File: src/rtl/regfile_stage.sv
// regfile_stage: register-read stage with a 32 x XLEN integer register file and a 2-entry skid buffer.
// idrf_tdata[4:0]=rs1, [9:5]=rs2, other bits opaque. Define OFFNARISCV_RF_BYPASS_EN for same-cycle write-back bypass.
module regfile_stage #(
  parameter int unsigned XLEN = 32,
  parameter int unsigned ID_W = 64
) (
  input  logic                     clk,
  input  logic                     rst,
  input  logic                     idrf_tvalid,
  output logic                     idrf_tready,
  input  logic [ID_W-1:0]          idrf_tdata,
  output logic                     rfex_tvalid,
  input  logic                     rfex_tready,
  output logic [ID_W+2*XLEN-1:0]   rfex_tdata,
  input  logic                     wb_vld,
  input  logic [4:0]               wb_rd,
  input  logic [XLEN-1:0]          wb_data,
  input  logic                     invalidate
);

  typedef enum logic [1:0] {EMPTY, ONE, FULL} state_e;

  typedef struct packed {
    logic [ID_W-1:0] id;
    logic [XLEN-1:0] rs1;
    logic [XLEN-1:0] rs2;
  } entry_t;

  state_e          state_q, state_d;
  entry_t          m_q, m_d, s_q, s_d, cap;
  logic [XLEN-1:0] rf_q [32];
  logic [XLEN-1:0] rf_d [32];
  logic [4:0]      in_rs1, in_rs2;
  logic            wb_hit, hazard, in_hs, out_hs, s_valid;

  // Held operands track write-backs so a stalled beat never carries a stale value.
  function automatic entry_t refresh(input entry_t e, input logic hit,
                                     input logic [4:0] rd, input logic [XLEN-1:0] d);
    entry_t r;
    r = e;
    if (hit && e.id[4:0] == rd) r.rs1 = d;
    if (hit && e.id[9:5] == rd) r.rs2 = d;
    return r;
  endfunction

  assign in_rs1  = idrf_tdata[4:0];
  assign in_rs2  = idrf_tdata[9:5];
  assign wb_hit  = wb_vld && (wb_rd != 5'd0);
  assign s_valid = (state_q == FULL);

`ifdef OFFNARISCV_RF_BYPASS_EN
  assign hazard = 1'b0;

  always_comb begin
    cap.id  = idrf_tdata;
    cap.rs1 = (wb_hit && wb_rd == in_rs1) ? wb_data : rf_q[in_rs1];
    cap.rs2 = (wb_hit && wb_rd == in_rs2) ? wb_data : rf_q[in_rs2];
  end
`else
  // wb_hit excludes x0, so a match here always involves a nonzero source register.
  assign hazard = idrf_tvalid && wb_hit && (wb_rd == in_rs1 || wb_rd == in_rs2);

  always_comb begin
    cap.id  = idrf_tdata;
    cap.rs1 = rf_q[in_rs1];
    cap.rs2 = rf_q[in_rs2];
  end
`endif

  assign idrf_tready = !s_valid && !hazard;
  assign in_hs       = idrf_tvalid && idrf_tready;
  assign rfex_tvalid = (state_q != EMPTY);
  assign rfex_tdata  = m_q;
  assign out_hs      = rfex_tvalid && rfex_tready;

  always_comb begin
    rf_d = rf_q;
    if (wb_hit) rf_d[wb_rd] = wb_data;
    rf_d[0] = '0;
  end

  always_comb begin
    state_d = state_q;
    m_d     = refresh(m_q, wb_hit, wb_rd, wb_data);
    s_d     = refresh(s_q, wb_hit, wb_rd, wb_data);
    if (invalidate) begin
      state_d = EMPTY;
      m_d     = '0;
      s_d     = '0;
    end else begin
      unique case (state_q)
        EMPTY: begin
          if (in_hs) begin
            m_d     = cap;
            state_d = ONE;
          end
        end
        ONE: begin
          case ({in_hs, out_hs})
            2'b11:   m_d = cap;
            2'b01:   state_d = EMPTY;
            2'b10: begin
              s_d     = cap;
              state_d = FULL;
            end
            default: ;
          endcase
        end
        FULL: begin
          if (out_hs) begin
            m_d     = s_d;
            state_d = ONE;
          end
        end
        default: state_d = EMPTY;
      endcase
    end
  end

  always_ff @(posedge clk or negedge rst) begin
    if (!rst) begin
      state_q <= EMPTY;
      m_q     <= '0;
      s_q     <= '0;
      for (int unsigned i = 0; i < 32; i++) rf_q[i] <= '0;
    end else begin
      state_q <= state_d;
      m_q     <= m_d;
      s_q     <= s_d;
      rf_q    <= rf_d;
    end
  end

endmodule

File: config.mk
export PLATFORM = sky130hd
export DESIGN_NAME = regfile_stage
export DESIGN_NICKNAME = d
export VERILOG_FILES = /design/src/rtl/regfile_stage.sv
export SDC_FILE = /design/constraint.sdc
export NUM_CORES = 2
export LEC_CHECK = 0
export CAP_MARGIN = 10
export CORE_MARGIN = 4
export CORE_UTILIZATION = 45
export CTS_BUF_LIST = sky130_fd_sc_hd__clkbuf_16
export CTS_CLUSTER_DIAMETER = 50
export DETAILED_ROUTE_END_ITERATION = 12
export DONT_BUFFER_PORTS = 1
export MAX_ROUTING_LAYER = met4
export PLACE_DENSITY = 0.69
export SYNTH_ARGS = -nofsm -noshare
export SYNTH_HDL_FRONTEND = slang
export SYNTH_SLANG_ARGS = --single-unit
File: constraint.sdc
create_clock -name clk -period 5.9 [get_ports clk]
set_input_delay 1.18 -clock clk [delete_from_list [all_inputs] [get_ports clk]]
set_output_delay 1.18 -clock clk [all_outputs]
set_load 0.1 [all_outputs]
==> key figures <==
Global route
  • Global-route wire length before repair: between 300 and 400 mm
  • Gr usage total: between 20% and 30%
  • Remaining Overflow, GRT: 0
  • Initial antenna violation count: 2
  • Number of global-route vias before repair: 47.3k
  • Largest net degree at the start of global routing: about 450

Synthesis
  • Post-Syn Area: ~66000 µm²
  • Synth area leaders: dfrtp_1, mux2_2, mux2i_1
  • Post-synthesis sequential area ratio: 47.4%
  • Post-synth top area cell: dfrtp_1
  • Synth Register Bits: between 1k and 1.5k
  • Count leader, synth: dfrtp_1
  • Top_reg_cell synth: dfrtp_1
  • Synth cell count leaders: dfrtp_1, mux2_2, mux2i_1
  • Gate Count Post-Synth: 5368
  • EDFF count, synth: 0
  • Yosys warns: 0
  • Distinct cells, synth: between 50 and 60
  • Post-Syn Nets: around 5.5k
  • FFs w/ async S/R, synth: 100%
  • Synth Area per Inst: around 12 µm²
  • Top-area cell type share of the netlist area: a little under half

CTS
  • Clk Latency, worst-skew pair: 0.79 ns
  • Cts repair resizes: 0
  • Post-CTS Setup Bufs: 0
  • Root buffer cell: clkbuf_16
  • CTS tree: built
  • Cts bufs inserted: between 100 and 150
  • CTS Buffer Depth: 3
  • # clock sinks: 1250
  • H-tree depth: 4
  • Post-CTS Hold Fix Bufs: 0
  • Clock transition at path regs: 0.05 ns

Setup path
  • Slowest CP cell: buf_16
  • Crit path buffers/inverters: 3
  • Startpoint types: primary input
  • Crit path max-delay family: buffers and inverters
  • CP required: roughly 4.7 ns
  • Crit Path Category: primary input to primary output
  • Crit-path cells: buf_16 > buf_16 > xnor2_1 > nand2_1 > o22ai_1 > a31oi_2 > buf_4
  • Peak fanout along the critical path: about 150
  • Setup crit end kind: primary output
  • Worst Path Arrival: 3.94 ns
  • CP peak stage delay: 0.69 ns
  • CP most frequent cell: buf_16

Power and ir drop
  • Total power: 23.8 mW
  • VDD IR max: 0.222 mV
  • Int Power: roughly 17 mW
  • Leak Pwr: ~32 nW
  • Clock power share: between 30% and 40%
  • Part of the power in registers: slightly below 50%
  • P_sw: around 7.0 mW
  • Comb pwr share: roughly 17%
  • PwrDens: between 300 and 400 nW/µm²
  • Sw frac: just under 30%

Timing
  • Final TNS setup: 0 ns
  • Fin worst setup slack: about 0.8 ns
  • Setup violators final: 0
  • Fin Clk Skew: 0.0256 ns
  • Final Hold Viols: 0
  • Min cycle time layout: approximately 5 ns
  • RSZ-0062 raised after global routing: false
  • Final Max Slew Viols: 112
  • Hold Slack: between 0.1 and 0.15 ns
  • FMAX: between 150 and 200 MHz
  • Max_slew headroom: -18.2%
  • Post-route clock period utilization: 86.8%
  • Worst slew pin tran: between 1.5 and 2 ns

Placement
  • Pre-CTS setup slack: a little under 1 ns
  • Placed inst area: 67300 µm²
  • GP Congestion: approximately 0.85
  • Port bufs: 0
  • DP HPWL: around 120 mm
  • Placed Cells: roughly 6.8k

Cells and area
  • Final core utilization: 49.2%
  • Final cell count without fillers: 7064
  • Antenna diodes: 0
  • Share of post-route cells with drive strength above 1: between 20% and 30%
  • Nets: around 5.1k
  • Design area: approximately 70000 µm²
  • # fillers: 12.7k
  • Area growth from synthesis to layout: 8.58%

Detailed routing
  • Drt via density: about 6.7
  • Iteration-0 DRC Markers: 5175
  • DRT antenna net count: 0
  • Post-route DRC: 0
  • Vias: roughly 47k
  • Routed wire length: approximately 210 mm
  • TritonRoute pass-1 iters: 5
  • WL per Instance: between 30 and 40 µm

Die
  • Die W: 391 µm
  • Io pins: roughly 240
  • Initial cell density of the core: a little under half
  • Rows: 140
  • Die Area: around 150000 µm²
  • Core ar.: roughly 150000 µm²
  • Die Height: roughly 390 µm

Outcome
  • Outcome: finished with violations
  • Failing checks: slew limit

Run
  • Max_cap viols: 0

Hold path
  • HP Class: primary input to asynchronous set/reset pin
worst register-to-register path: stages (launching register included):
cell and delay [ns]:
dfrtp_1 1.02, xnor2_1 0.21, nand3_1 0.18, nor4_4 0.27, buf_4 0.57, mux2_2 0.34, nand3_1 0.08, a311oi_1 0.38
flip-flops by register name, indices dropped and copies added (netlist names):
name        count
rf_q          992
rfex_tdata    128
s_q           128
state_q         2
routing by layer:
| metal | routed length [µm] | global-route usage [%] | vias to the layer above |
|---|---|---|---|
| met2 | 97200 | 42.8 | 2448 |
| met5 | 0 | - | - |
| li1 | - | - | 19604 |
| met3 | 21600 | 6.62 | 557 |
| met4 | 9660 | 11.8 | 0 |
| met1 | 86100 | 36.8 | 24704 |
final timing paths:
path                            slack, ns  cells after the start               to      startpoint
worst min-delay path                 0.11                      0   rfex_tdata[35]             rst
worst min register to register       0.50                      1         s_q[109]        s_q[109]
worst max-delay path                 0.78                      7      idrf_tready   idrf_tdata[6]
worst max register to register       2.73                      7   rfex_tdata[35]  rfex_tdata[66]
min in group clk                     0.47                      1  rfex_tdata[114]      invalidate
max in group asynchronous            1.62                      5         rf_q[85]             rst
power groups by stage:
stage / Combinational (mW) / Sequential [mW] / Clock [mW]
2_1_floorplan: 3.29 / 11.3 / 0
3_3_place_gp: 3.85 / 11.5 / 0
3_5_place_dp: 3.95 / 11.6 / 0
4_1_cts: 3.97 / 11.5 / 8.32
5_1_grt: 4.44 / 11.7 / 8.67
6_report: 4.10 / 11.5 / 8.21
final cells by class:
| type | count | area [µm²] | area share, % |
|---|---|---|---|
| clock inverters | 107 | 818 | 1.14 |
| multi-input cells | 3556 | 32700 | 45.6 |
| flip-flops and latches | 1250 | 31300 | 43.6 |
| clock buffers | 137 | 3430 | 4.78 |
| inverters | 2 | 7.51 | 0.0105 |
| repair buffers | 95 | 1050 | 1.47 |
| well taps | 1917 | 2400 | 3.35 |
layout by cell type (no fill, tap or decap), types with 34 or more instances in the layout:
master     count
mux2_2      1105
mux4_2        80
nand2_1      157
clkbuf_16    137
nand4_1       56
a21oi_1      122
dfrtp_1     1250
a22oi_1      384
o221ai_1      41
a22o_1        88
mux2i_1      809
inv_1         42
buf_4         74
o22ai_1       57
nand3_1      279
nor2b_1       34
logic make-up after synthesis:
family                 Yosys count  share of synthesized area (%)
multiplexers                  2000                           33.9
flip-flops                    1250                           47.4
AO/OA/AOI/OAI                  853                           9.52
AND/OR/NAND/NOR                673                           5.13
buffers and inverters          562                           3.62
XOR/XNOR                        30                          0.398
(Power assumes the default switching activity.)
